File: config.mk
export PLATFORM = sky130hd
export DESIGN_NAME = hc_sr04_echo_responder_flat
export DESIGN_NICKNAME = d
export VERILOG_FILES = /design/src/rtl/hc_sr04_echo_responder_pkg.sv /design/src/rtl/hc_sr04_echo_responder_if.sv /design/src/rtl/hc_sr04_echo_responder_us_tick_gen.sv /design/src/rtl/hc_sr04_echo_responder.sv /design/src/flat_wrapper.sv
export SDC_FILE = /design/constraint.sdc
export NUM_CORES = 1
export LEC_CHECK = 0
export CORE_UTILIZATION = 45
export CTS_BUF_LIST = sky130_fd_sc_hd__clkbuf_8
export DETAILED_ROUTE_END_ITERATION = 16
export PLACE_DENSITY = 0.67
export SYNTH_ARGS = -nofsm -noshare
export SYNTH_HDL_FRONTEND = slang
export SYNTH_HIERARCHICAL = 1
export SYNTH_SLANG_ARGS = --single-unit
File: constraint.sdc
create_clock -name clk -period 3.6 [get_ports clk]
set_input_delay 0.9 -clock clk [delete_from_list [all_inputs] [get_ports clk]]
set_output_delay 0.9 -clock clk [all_outputs]
set_load 0.1 [all_outputs]
File: src/rtl/hc_sr04_echo_responder_pkg.sv
// HC-SR04 echo responder: shared state encodings and range constants.
// The range constants are also used by the controller's div-58 path.
package hc_sr04_echo_responder_pkg;

  localparam int US_PER_CM  = 58;
  localparam int MAX_CM     = 400;
  localparam int TIMEOUT_US = 38000;

  localparam int I_IDLE  = 0;
  localparam int I_TRIG  = 1;
  localparam int I_BURST = 2;
  localparam int I_ECHO  = 3;
  localparam int I_GUARD = 4;

  typedef enum logic [4:0] {
    S_IDLE      = 5'b00001,
    S_TRIG_HIGH = 5'b00010,
    S_BURST     = 5'b00100,
    S_ECHO      = 5'b01000,
    S_GUARD     = 5'b10000
  } state_t;

  function automatic logic [15:0] echo_target_us(
    input logic [8:0] d,
    input int         us_per_cm,
    input int         max_cm,
    input int         timeout_us
  );
    logic [15:0] t;
    if (d == 9'd0 || int'(d) > max_cm)
      t = 16'(timeout_us);
    else
      t = 16'(int'(d) * us_per_cm);
    return t;
  endfunction

endpackage

File: src/rtl/hc_sr04_echo_responder_if.sv
// Sensor-side signal bundle between an ultrasonic controller
// and the echo responder.
interface hc_sr04_echo_responder_if;

  logic       trig;
  logic [8:0] distance_cm;
  logic       echo;
  logic       busy;
  logic       trig_err;
  logic       done;

  modport master (
    output trig,
    output distance_cm,
    input  echo,
    input  busy,
    input  trig_err,
    input  done
  );

  modport slave (
    input  trig,
    input  distance_cm,
    output echo,
    output busy,
    output trig_err,
    output done
  );

endinterface

File: src/rtl/hc_sr04_echo_responder_us_tick_gen.sv
// Microsecond time base: CLK_PER_US prescaler plus a 16-bit us counter,
// both restarted together so measured widths carry no phase error.
module us_tick_gen #(
  parameter int CLK_PER_US = 100
) (
  input  logic        clk,
  input  logic        reset_p,
  input  logic        restart,
  output logic        tick,
  output logic [15:0] us_count
);

  localparam int PW =
    (CLK_PER_US > 1) ? $clog2(CLK_PER_US) : 1;
  localparam logic [PW-1:0] PRE_LAST =
    PW'(CLK_PER_US - 1);

  logic [PW-1:0] pre_q;

  assign tick = (pre_q == PRE_LAST);

  always_ff @(posedge clk) begin
    if (reset_p || restart) begin
      pre_q    <= '0;
      us_count <= '0;
    end else begin
      pre_q <= tick ? '0 : pre_q + 1'b1;
      if (tick)
        us_count <= us_count + 16'd1;
    end
  end

endmodule

File: src/rtl/hc_sr04_echo_responder.sv
// HC-SR04 sensor emulator: validates trig, waits the burst delay, then
// drives echo for a width proportional to the programmed distance.
module hc_sr04_echo_responder #(
  parameter int CLK_PER_US    = 100,
  parameter int US_PER_CM     =
    hc_sr04_echo_responder_pkg::US_PER_CM,
  parameter int TRIG_MIN_US   = 10,
  parameter int ECHO_DELAY_US = 200,
  parameter int MAX_CM        =
    hc_sr04_echo_responder_pkg::MAX_CM,
  parameter int TIMEOUT_US    =
    hc_sr04_echo_responder_pkg::TIMEOUT_US,
  parameter int GUARD_US      = 100
) (
  input logic                     clk,
  input logic                     reset_p,
  hc_sr04_echo_responder_if.slave bus
);

  import hc_sr04_echo_responder_pkg::*;

  localparam int TRIG_MIN_CYC = TRIG_MIN_US * CLK_PER_US;
  localparam logic [10:0] TRIG_SAT = 11'(TRIG_MIN_CYC);
  localparam logic [10:0] TRIG_OK  = 11'(TRIG_MIN_CYC - 1);
  localparam logic [15:0] BURST_LAST = 16'(ECHO_DELAY_US - 1);
  localparam logic [15:0] GUARD_LAST = 16'(GUARD_US - 1);

  logic        trig_m;
  logic        trig_s;
  logic        trig_d;
  logic        trig_rise;
  logic        trig_fall;

  state_t      state_q;
  state_t      state_n;
  logic [10:0] trig_cnt_q;
  logic [8:0]  dist_q;
  logic [15:0] target_q;

  logic        tick;
  logic        restart;
  logic [15:0] us_cnt;
  logic        latch;
  logic        err_n;

  logic        echo_q;
  logic        err_q;
  logic        done_q;

  always_ff @(posedge clk) begin
    if (reset_p) begin
      trig_m <= 1'b0;
      trig_s <= 1'b0;
      trig_d <= 1'b0;
    end else begin
      trig_m <= bus.trig;
      trig_s <= trig_m;
      trig_d <= trig_s;
    end
  end

  assign trig_rise = trig_s & ~trig_d;
  assign trig_fall = ~trig_s & trig_d;

  us_tick_gen #(
    .CLK_PER_US (CLK_PER_US)
  ) u_tick (
    .clk      (clk),
    .reset_p  (reset_p),
    .restart  (restart),
    .tick     (tick),
    .us_count (us_cnt)
  );

  always_ff @(posedge clk) begin
    if (reset_p)
      state_q <= S_IDLE;
    else
      state_q <= state_n;
  end

  // The rise-detect cycle is spent in IDLE, so a pulse of exactly
  // TRIG_MIN_CYC cycles leaves TRIG_OK counts here.
  always_comb begin
    state_n = state_q;
    latch   = 1'b0;
    err_n   = 1'b0;
    unique case (1'b1)
      state_q[I_IDLE]: begin
        if (trig_rise)
          state_n = S_TRIG_HIGH;
      end
      state_q[I_TRIG]: begin
        if (trig_fall) begin
          if (trig_cnt_q >= TRIG_OK) begin
            state_n = S_BURST;
            latch   = 1'b1;
          end else begin
            state_n = S_IDLE;
            err_n   = 1'b1;
          end
        end
      end
      state_q[I_BURST]: begin
        if (tick && us_cnt == BURST_LAST)
          state_n = S_ECHO;
      end
      state_q[I_ECHO]: begin
        if (tick && us_cnt == target_q - 16'd1)
          state_n = S_GUARD;
      end
      state_q[I_GUARD]: begin
        if (tick && us_cnt == GUARD_LAST)
          state_n = S_IDLE;
      end
      default: state_n = S_IDLE;
    endcase
    restart = (state_n != state_q);
  end

  always_ff @(posedge clk) begin
    if (reset_p) begin
      trig_cnt_q <= '0;
    end else if (state_q[I_IDLE]) begin
      trig_cnt_q <= '0;
    end else if (state_q[I_TRIG] && trig_s &&
                 trig_cnt_q != TRIG_SAT) begin
      trig_cnt_q <= trig_cnt_q + 11'd1;
    end
  end

  // Target is settled during BURST, long before ECHO consumes it.
  always_ff @(posedge clk) begin
    if (reset_p) begin
      dist_q   <= '0;
      target_q <= '0;
    end else begin
      if (latch)
        dist_q <= bus.distance_cm;
      if (state_q[I_BURST])
        target_q <= echo_target_us(dist_q, US_PER_CM,
                                   MAX_CM, TIMEOUT_US);
    end
  end

  always_ff @(posedge clk) begin
    if (reset_p) begin
      echo_q <= 1'b0;
      err_q  <= 1'b0;
      done_q <= 1'b0;
    end else begin
      echo_q <= (state_n == S_ECHO);
      err_q  <= err_n;
      done_q <= state_q[I_ECHO] && (state_n == S_GUARD);
    end
  end

  assign bus.echo     = echo_q;
  assign bus.trig_err = err_q;
  assign bus.done     = done_q;
  assign bus.busy     = ~state_q[I_IDLE];

endmodule
File: src/flat_wrapper.sv
// flat-port wrapper written by rule: the top's interface ports become plain ports
module hc_sr04_echo_responder_flat import hc_sr04_echo_responder_pkg::*;
#(
  parameter int CLK_PER_US    = 100,
  parameter int US_PER_CM     =
    hc_sr04_echo_responder_pkg::US_PER_CM,
  parameter int TRIG_MIN_US   = 10,
  parameter int ECHO_DELAY_US = 200,
  parameter int MAX_CM        =
    hc_sr04_echo_responder_pkg::MAX_CM,
  parameter int TIMEOUT_US    =
    hc_sr04_echo_responder_pkg::TIMEOUT_US,
  parameter int GUARD_US      = 100
)
  (clk, reset_p, bus_trig, bus_distance_cm, bus_echo, bus_busy, bus_trig_err, bus_done);
  hc_sr04_echo_responder_if bus_i ();
  input logic clk;
  input logic reset_p;
  input wire logic [$bits(bus_i.trig)-1:0] bus_trig;
  input wire logic [$bits(bus_i.distance_cm)-1:0] bus_distance_cm;
  output wire logic [$bits(bus_i.echo)-1:0] bus_echo;
  output wire logic [$bits(bus_i.busy)-1:0] bus_busy;
  output wire logic [$bits(bus_i.trig_err)-1:0] bus_trig_err;
  output wire logic [$bits(bus_i.done)-1:0] bus_done;
  assign bus_i.trig = bus_trig;
  assign bus_i.distance_cm = bus_distance_cm;
  assign bus_echo = bus_i.echo;
  assign bus_busy = bus_i.busy;
  assign bus_trig_err = bus_i.trig_err;
  assign bus_done = bus_i.done;
  hc_sr04_echo_responder #(.CLK_PER_US(CLK_PER_US), .US_PER_CM(US_PER_CM), .TRIG_MIN_US(TRIG_MIN_US), .ECHO_DELAY_US(ECHO_DELAY_US), .MAX_CM(MAX_CM), .TIMEOUT_US(TIMEOUT_US), .GUARD_US(GUARD_US)) u_core (.clk(clk), .reset_p(reset_p), .bus(bus_i));
endmodule
==> results of run 1 <==
-- routing by layer --
metal,vias to the layer above,wire [um],global-route usage
li1,1901,-,-
met1,1761,4540,0.252
met2,47,4330,0.321
met3,16,222,0.0308
met4,0,195,0.0890
met5,-,0,0
-- kinds of logic (layout without fill, tap and decap cells) --
family | Yosys count | after routing | synth area share
simple gates | 196 | 196 | 0.231
compound gates | 108 | 108 | 0.160
flops | 69 | 69 | 0.305
buf+inv | 54 | 80 | 0.0470
fa+ha+maj | 53 | 53 | 0.168
xor+xnor | 46 | 46 | 0.0890
-- worst paths after layout --
check / startpoint / endpoint / slack [ns] / cells after the start
worst min register to register: u_core/u_tick/pre_q[0] / u_core/u_tick/pre_q[0] / 0.45 / 1
worst max register to register: u_core/dist_q[1] / u_core/target_q[14] / 0.20 / 12
worst max-delay path: u_core/dist_q[1] / u_core/target_q[14] / 0.20 / 12
worst min-delay path: u_core/u_tick/pre_q[0] / u_core/u_tick/pre_q[0] / 0.45 / 1
-- power by group through the flow --
stage	clock [mW]	sequential [mW]	combinational [mW]
floorplan	0	0.795	0.0314
global placement	0	0.791	0.0566
detailed placement	0	0.791	0.0574
CTS	0.586	0.773	0.0577
global route	0.617	0.774	0.0629
finish	0.562	0.773	0.0572
-- cells in the mapped netlist (5+ instances only) --
| cell type | n | share of area |
|---|---|---|
| a211oi_1 | 11 | 0.018 |
| a21oi_1 | 29 | 0.032 |
| nor4_1 | 11 | 0.015 |
| nand3_1 | 20 | 0.022 |
| nand4_1 | 10 | 0.014 |
| nor2b_1 | 9 | 0.012 |
| inv_1 | 40 | 0.033 |
| and4_1 | 6 | 0.012 |
| dfxtp_1 | 69 | 0.31 |
| a21o_1 | 5 | 0.0083 |
| xnor2_1 | 25 | 0.048 |
| fa_1 | 13 | 0.058 |
| nand2_1 | 29 | 0.024 |
| o31ai_1 | 6 | 0.010 |
| and2_1 | 6 | 0.0083 |
| xor2_1 | 21 | 0.041 |
| o21a_1 | 6 | 0.010 |
| a22o_1 | 5 | 0.0097 |
| or4_1 | 7 | 0.012 |
| clkbuf_1 | 11 | 0.0091 |
| o21ai_0 | 20 | 0.022 |
| nor2_1 | 60 | 0.050 |
| and3_1 | 6 | 0.0083 |
| ha_1 | 40 | 0.11 |
| nor3_1 | 8 | 0.0088 |
-- per-stage QoR --
stage / instance area [um^2] / setup slack (ns)
floorplan: 4520 / 0.242
global placement: 4840 / 0.185
detailed placement: 4840 / 0.109
CTS: 5020 / 0.0833
global route: 5020 / -0.00492
finish: 5020 / 0.195
-- area by class of cell --
class                   instances  share of cell area
flip-flops and latches         69               0.275
clock buffers                   9              0.0247
inverters                      40              0.0299
repair buffers                 24              0.0428
clock inverters                 7              0.0102
well taps                     133              0.0331
multi-input cells             403               0.584
-- registers in the layout (all words and copies together) (netlist names) --
signal / cells
u_core/trig_d: 1
u_core/trig_m: 1
u_core/bus.trig_err: 1
u_core/state_q: 5
u_core/target_q: 15
u_core/bus.echo: 1
u_core/trig_cnt_q: 11
u_core/u_tick/pre_q: 7
u_core/bus.done: 1
u_core/trig_s: 1
u_core/dist_q: 9
u_core/u_tick/us_count: 16
-- worst max-delay path: stages, from the launching register on --
cell	delay, ns
dfxtp_1	0.33
inv_1	0.07
fa_1	0.54
inv_1	0.04
ha_1	0.31
fa_1	0.46
ha_1	0.37
a211oi_2	0.27
o21ai_0	0.17
a21oi_1	0.22
o21ai_0	0.14
xnor2_1	0.15
a22o_1	0.22
-- repair_timing --
| action | in CTS | in global routing |
|---|---|---|
| resized for setup | 0 | 3 |
| setup endpoints to repair | 0 | 2 |
| hold endpoints to repair | 0 | 0 |
==> results.toml, run 1 <==
[status]
status = "finished clean"

[drt]
vias = 3725
drtAntennaViolNets = 0
via_per_inst = 5.44
wl_mm = 9.29
drt_iter0_drc = 150
drt_first_pass_iters = 4
wl_per_cell_um = 13.6
route.detailed.drc = 0

[cells_and_area]
syn_to_final_growth_pct = 11.1
layout_commonest_cell = "dfxtp_1"
fin_util = 0.514
final_cells = 685
nFillCells = 954
antenna_cells = 0
fin_nets = 612
final_cell_mix = "68 x dfxtp_1, 60 x nor2_1, 40 x inv_1, 40 x ha_1"
register_area_um2 = 1380
multi_input_area_um2 = 2940
drive_gt1_frac = 0.0707

[cts]
cts_setup_buffers = 0
h-tree-depth = 3
clock_sinks = 69
clk_latency_ns = 0.35
hold_buffers = 0
clk_pin_slew_ns = 0.08
cts_tree = "done"
cts_made_buffers = 9
root_buffer = "clkbuf_8"
clockBufferDepth = 2

[min_path]
hp-class = "reg -> reg"

[die]
num_rows = 36
dieHeight_um = 102
chipWidth_um = 102
dieArea_um2 = 10500
start_util = 0.463
ios = 16
fp.coreArea_um2 = 9770

[run]
maxCapViolations = 0

[synth]
syn_area_um2 = 4520
synth_flop_cell = "dfxtp_1"
netlist_instances = 526
ys_seq_elements = 69
yosysSeqAreaShare = 0.305
yosysWarnings = 6
synth_fp_nets = 591
synth_area_per_cell_um2 = 8.60
ys_async_sr_fraction = 0
synth_cell_type_count = 60
synth_edf_count = 0

[power]
finalPower_mw = 1.39
p_int_mw = 1.04
power_frac_clock = 0.404
p_seq_frac = 0.555
p_leak_nw = 2.08
peakVddDrop_mv = 0.171
p_sw_frac = 0.251
powerDensity_nw_per_um2 = 277
combPwrFrac = 0.041
switchingPower_uw = 350

[critical_path]
required_ns = 3.84
end_kind = "register"
cp_data_arrival_time_ns = 3.65
crit_path_start_kind = "register"
crit_type = "reg -> reg"
critPathMaxFanout = 4

[global_route]
antenna_found_initial = 0
grt_pass1_wl_mm = 16.1
grt_pass1_vias = 3499
grt_overflow = 0
grt_max_degree = 31
grt_usage = 0.195

[timing]
fin_setup_tns_ns = 0
period_needed_ns = 3.40
drv_slew = 0
skew_ns = 0.00755
min_period_over_period = 0.946
relSlewSlack = 0.353
finalSetupViolations = 0
clock.fmax_mhz = 294
tightest_slew_ns = 0.968
timing.hold.ws_ns = 0.449
finalHoldViolations = 0

[place]
dp_cells = 669
hpwl_mm = 7.18
gp_congestion = 0.832
place.port_buffers = 15
Note: power is estimated with default switching activity, not from simulation.
==> inputs of run 2 (changes only) <==
- CELL_PAD_IN_SITES_DETAIL_PLACEMENT: unset -> 2
- CELL_PAD_IN_SITES_GLOBAL_PLACEMENT: unset -> 2
- CORE_UTILIZATION: 45 -> 36
- MAX_ROUTING_LAYER: unset -> met4
- PLACE_DENSITY: 0.67 -> 0.82
==> results.toml, run 2 (same netlist as run 1, synthesis figures left out) <==
[critical_path]
reg2regPathDepth = 12
reg2reg_slack_ns = 0.22
critical-path-max-stage-delay_ns = 0.57
crit_path_start_kind = "register"
r2r-start = "u_core/dist_q[1]"
cp_data_arrival_time_ns = 3.63
critPathMaxFanout = 4
end_kind = "register"
r2r_end = "u_core/target_q[14]"
required_ns = 3.85
crit_type = "reg -> reg"
cp_slowest_cell = "fa_1"
worstPathCellList = "inv_1 > fa_1 > inv_1 > ha_1 > fa_1 > ha_4 > a211oi_2 > o21ai_1 > a21oi_2 > o21ai_0 > xnor2_1 > a22o_1"
crit_start = "u_core/dist_q[1]"

[power]
powerDensity_nw_per_um2 = 303
peakVddDrop_mv = 0.177
p_leak_nw = 2.11

[timing]
rsz0062_at_grt = "no"
relSlewSlack = 0.347
tightest_slew_ns = 0.976
min_period_over_period = 0.939
fin_setup_tns_ns = 0
drv_slew = 0
period_needed_ns = 3.38
clock.fmax_mhz = 296
finalHoldViolations = 0
skew_ns = 0.00947
finalSetupViolations = 0
timing.hold.ws_ns = 0.458

[die]
chipWidth_um = 114
dieHeight_um = 114
ios = 16
start_util = 0.374
num_rows = 40
fp.coreArea_um2 = 12100
dieArea_um2 = 13000

[status]
status = "finished clean"

[global_route]
grt_usage = 0.228
grt_pass1_wl_mm = 22.3
met2_usage = 0.417
top_usage_layer = "met2"
grt_overflow = 0
antenna_found_initial = 0
use_met1 = 0.246
grt_pass1_vias = 4384
grt_max_degree = 31
met3_usage = 0.0371

[drt]
drt_iter0_drc = 129
wl_per_cell_um = 19.0
route.detailed.drc = 0
wl_mm = 13.7
drtAntennaViolNets = 0
vias = 4000
via_per_inst = 5.55
drt_first_pass_iters = 4

[min_path]
hp-class = "reg -> reg"
min_path_cells = 1
holdCritStartpoint = "u_core/trig_m"
holdPathEnd = "u_core/trig_s"

[place]
placed_area_um2 = 4890
hpwl_mm = 9.85
gp_congestion = 0.787
place.port_buffers = 15

[cells_and_area]
layout_commonest_cell = "dfxtp_1"
regMostFlops = "u_core/u_tick/us_count"
drive_gt1_frac = 0.0796
fin_area_um2 = 5150
reg_top3 = "u_core/u_tick/us_count: 16 flops, u_core/target_q: 15 flops, u_core/trig_cnt_q: 11 flops"
antenna_cells = 0
syn_to_final_growth_pct = 13.8
final_cell_mix = "68 x dfxtp_1, 60 x nor2_1, 40 x inv_1"
largest_reg_flops = 16
fin_nets = 613
nFillCells = 1393

[cts]
clk_latency_ns = 0.36
cts_setup_buffers = 0
clk_pin_slew_ns = 0.08
clockBufferDepth = 2
cts_tree = "done"
clock_sinks = 69
cts_made_buffers = 9
h-tree-depth = 3
root_buffer = "clkbuf_8"

[run]
maxCapViolations = 0
run 2: cell types whose count changed in the layout (fill, tap and decap cells not counted), sizes merged:
cell      previous run  this run
bufinv               0         2
clkinv               4         3
buf                 10        11
clkbuf               9        10
inv                 41        40
clkinvlp             2         1
run 2: how the worst max path moves through the flow:
| stage | slack [ns] | to | depth (start not counted) |
|---|---|---|---|
| 4_1_cts | 0.008 | u_core/target_q[14] | 12 |
| 3_3_place_gp | 0.24 | u_core/target_q[14] | 12 |
| 6_report | 0.22 | u_core/target_q[14] | 12 |
| 5_1_grt | 0.04 | u_core/target_q[13] | 12 |
| 3_5_place_dp | -0.005 | u_core/target_q[14] | 12 |
| 2_1_floorplan | 0.24 | u_core/target_q[14] | 12 |
run 2: per-layer routing:
layer / routed length (um) / vias up
li1: - / 1902
met1: 5750 / 2007
met2: 7260 / 54
met3: 271 / 37
met4: 396 / 0
met5: 0 / -
run 2: worst max-delay path: cells and delay by family (launching register included):
kind                     cells  cell delay, ns
adder cells (fa/ha/maj)      4            1.69
AO/OA/AOI/OAI                5            0.95
flip-flops                   1            0.35
XOR/XNOR                     1            0.15
buffers and inverters        2            0.14
run 2: final cells by class:
class / instances / area, um^2 / area share
timing repair buffer: 25 / 223 / 0.0433
multi-input combinational: 403 / 2960 / 0.575
clock inverter: 6 / 86.3 / 0.0168
inverter: 40 / 150 / 0.0292
sequential: 69 / 1380 / 0.269
clock buffer: 10 / 138 / 0.0267
tap: 168 / 210 / 0.0408
run 2: stage by stage:
stage	worst slack, ns	power, mW	cells	util
4_1_cts	0.00826	1.58	721	0.423
3_5_place_dp	-0.00497	0.852	705	0.404
2_1_floorplan	0.242	0.826	526	-
3_3_place_gp	0.242	0.849	705	0.404
6_report	0.220	1.56	721	0.425
5_1_grt	0.0357	1.61	721	0.425
run 2: repair_timing:
item / in CTS / in global routing
resized for setup: 1 / 7
pin swaps: 0 / 1
gates cloned: 0 / 0
endpoints found under the setup margin: 1 / 3
hold buffers: 0 / 0
run 2: where the power goes:
part           internal (mW)  switching (mW)  total [mW]
Clock                  0.408           0.319       0.727
Sequential             0.769         0.00550       0.774
Combinational         0.0223          0.0372      0.0594
Total                   1.20           0.362        1.56
==> inputs of run 3 (changes only) <==
- ABC_AREA: unset -> 1
- CORE_MARGIN: unset -> 5
- CORE_UTILIZATION: 36 -> 33
==> results.toml, run 3 <==
[status]
status = "finished clean"

[place]
placed_area_um2 = 5230
dp_cells = 914
hpwl_mm = 12.0
gp_congestion = 0.856
dp_slack_ns = 0.126
place.port_buffers = 15

[global_route]
antenna_found_initial = 0
grt_usage = 0.179
grt_pass1_wl_mm = 25.4
grt_pass1_vias = 5290
grt_max_degree = 21
grt_overflow = 0

[critical_path]
cp_slowest_cell = "fa_1"
end_kind = "register"
reg2reg_slack_ns = 0.29
crit_type = "reg -> reg"
crit_path_start_kind = "register"
r2r-start = "u_core/dist_q[1]"
r2r_end = "u_core/target_q[9]"
worstPathCellList = "inv_1 > fa_1 > inv_1 > ha_1 > fa_1 > ha_2 > nand2_1 > nand2_1 > nand3_1 > nand2_1 > a21oi_1 > inv_1 > or2_2 > nand3_1 > a21oi_1"
required_ns = 3.84
critPathMaxFanout = 6
cp_data_arrival_time_ns = 3.56
path_buf_inv = 3
critical-path-max-stage-delay_ns = 0.55
path_delay_family = "adder cells"
reg2regPathDepth = 15

[power]
p_seq_frac = 0.530
switchingPower_uw = 374
p_sw_frac = 0.256
power_frac_clock = 0.414
peakVddDrop_mv = 0.166
combPwrFrac = 0.056
p_int_mw = 1.09
p_leak_nw = 2.52
powerDensity_nw_per_um2 = 269

[cts]
h-tree-depth = 3
clockBufferDepth = 2
clk_pin_slew_ns = 0.08
hold_buffers = 0
cts_made_buffers = 9
clk_latency_ns = 0.36
root_buffer = "clkbuf_8"
cts_setup_buffers = 0
clock_sinks = 69
cts_tree = "done"

[die]
num_rows = 44
fp.coreArea_um2 = 14500
dieHeight_um = 132
start_util = 0.336
dieArea_um2 = 17300
ios = 16
chipWidth_um = 132

[timing]
tightest_slew_ns = 0.970
rsz0062_at_grt = "no"
clock.fmax_mhz = 302
drv_slew = 0
skew_ns = 0.0118
fin_setup_tns_ns = 0
setup_slack_ns = 0.286
min_period_over_period = 0.920
finalHoldViolations = 0
relSlewSlack = 0.351
timing.hold.ws_ns = 0.428
finalSetupViolations = 0
period_needed_ns = 3.31

[synth]
synthTopCellsByArea = "dfxtp_1 28%, nand2_1 12%, ha_1 10%"
syn_area_um2 = 4880
synth_cell_type_count = 34
synth_edf_count = 0
ys_async_sr_fraction = 0
yosysTopAreaCell = "dfxtp_1"
yosysMostFrequentCell = "nand2_1"
netlist_instances = 721
synth_flop_cell = "dfxtp_1"
synth_fp_nets = 786
ys_seq_elements = 69
yosysSeqAreaShare = 0.283
synth_area_per_cell_um2 = 6.77
yosysWarnings = 6
yosys-top-cells-count = "154 x nand2_1, 113 x inv_1, 99 x nor2_1"
yosys.area.top_type_share = 0.283

[drt]
drt_first_pass_iters = 4
vias = 4662
wl_per_cell_um = 16.1
drt_iter0_drc = 145
drtAntennaViolNets = 0
via_per_inst = 5.01
route.detailed.drc = 0
wl_mm = 14.9

[cells_and_area]
fin_nets = 806
layout_commonest_cell = "nand2_1"
reg_top3 = "u_core/u_tick/us_count: 16 flops, u_core/target_q: 15 flops, u_core/trig_cnt_q: 11 flops"
final_cell_mix = "154 x nand2_1, 113 x inv_1, 99 x nor2_1"
syn_to_final_growth_pct = 11.3
antenna_cells = 0
fin_area_um2 = 5430
final_cells = 930
drive_gt1_frac = 0.0871
largest_reg_flops = 16
nFillCells = 1821
regMostFlops = "u_core/u_tick/us_count"

[min_path]
min_path_cells = 2
holdCritStartpoint = "u_core/trig_m"
holdPathEnd = "u_core/trig_s"
hp-class = "reg -> reg"

[run]
maxCapViolations = 0
-- run 3: cell types whose count changed after synthesis, moves of 13 or more --
cell,change
nand2_1,+125
inv_1,+73
nor2_1,+39
nand3_1,+30
xnor2_1,-21
a21oi_1,+14
xor2_1,-13
-- run 3: routing by layer --
layer | GRT usage | wire (um)
met5 | - | 0
met4 | 0.0480 | 218
met3 | 0.0264 | 257
met2 | 0.317 | 7560
met1 | 0.211 | 6900
-- run 3: kinds of logic (layout without fill, tap and decap cells) --
kind of cell	after synthesis	in the layout	synth area share
AOI/OAI and AO/OA	88	88	0.0969
xor gates and xnor gates	12	12	0.0215
adders and majority gates	53	53	0.156
buffers and inverters	128	153	0.0998
DFF	69	69	0.283
and+or+nand+nor	371	371	0.343
-- run 3: power by group through the flow --
stage / clock network (mW) / logic, mW / registers, mW
2_1_floorplan: 0 / 0.0456 / 0.794
6_report: 0.604 / 0.0821 / 0.773
5_1_grt: 0.660 / 0.0921 / 0.774
3_5_place_dp: 0 / 0.0828 / 0.791
3_3_place_gp: 0 / 0.0777 / 0.790
4_1_cts: 0.629 / 0.0838 / 0.773
-- run 3: area by class of cell --
cell class                      instances  area, um^2  share of cell area
Inverter                              120         450              0.0830
Clock buffer                           11         151              0.0279
Timing Repair Buffer                   17         160              0.0295
Multi-Input combinational cell        524        3020               0.556
Tap cell                              184         230              0.0424
Clock inverter                          5        33.8             0.00622
Sequential cell                        69        1390               0.255
-- run 3: worst max path at each step --
stage	start	to	slack [ns]	depth (start not counted)
floorplan	u_core/dist_q[1]	u_core/target_q[9]	0.50	15
finish	u_core/dist_q[1]	u_core/target_q[9]	0.29	15
global route	u_core/dist_q[5]	u_core/target_q[12]	0.05	14
detailed placement	u_core/dist_q[4]	u_core/target_q[12]	0.13	14
global placement	u_core/dist_q[4]	u_core/target_q[12]	0.31	14
CTS	u_core/dist_q[4]	u_core/target_q[12]	0.07	14
-- run 3: worst reg2reg max path, delay by kind of cell, from the launching register on --
| family | cells | cell delay (ns) |
|---|---|---|
| buffers and inverters | 3 | 0.24 |
| AO/OA/AOI/OAI | 2 | 0.23 |
| AND/OR/NAND/NOR | 6 | 0.66 |
| flip-flops | 1 | 0.38 |
| adder cells (fa/ha/maj) | 4 | 1.69 |
-- run 3: per-stage QoR --
step | power (mW) | utilization
finish | 1.46 | 0.374
global route | 1.53 | 0.374
CTS | 1.49 | 0.373
detailed placement | 0.874 | 0.360
global placement | 0.868 | 0.360
floorplan | 0.840 | -
-- run 3: repair_timing --
action                                  in CTS  in global routing
endpoints found under the hold margin        0                  0
endpoints found under the setup margin       0                  5
gates resized for setup                      0                  7
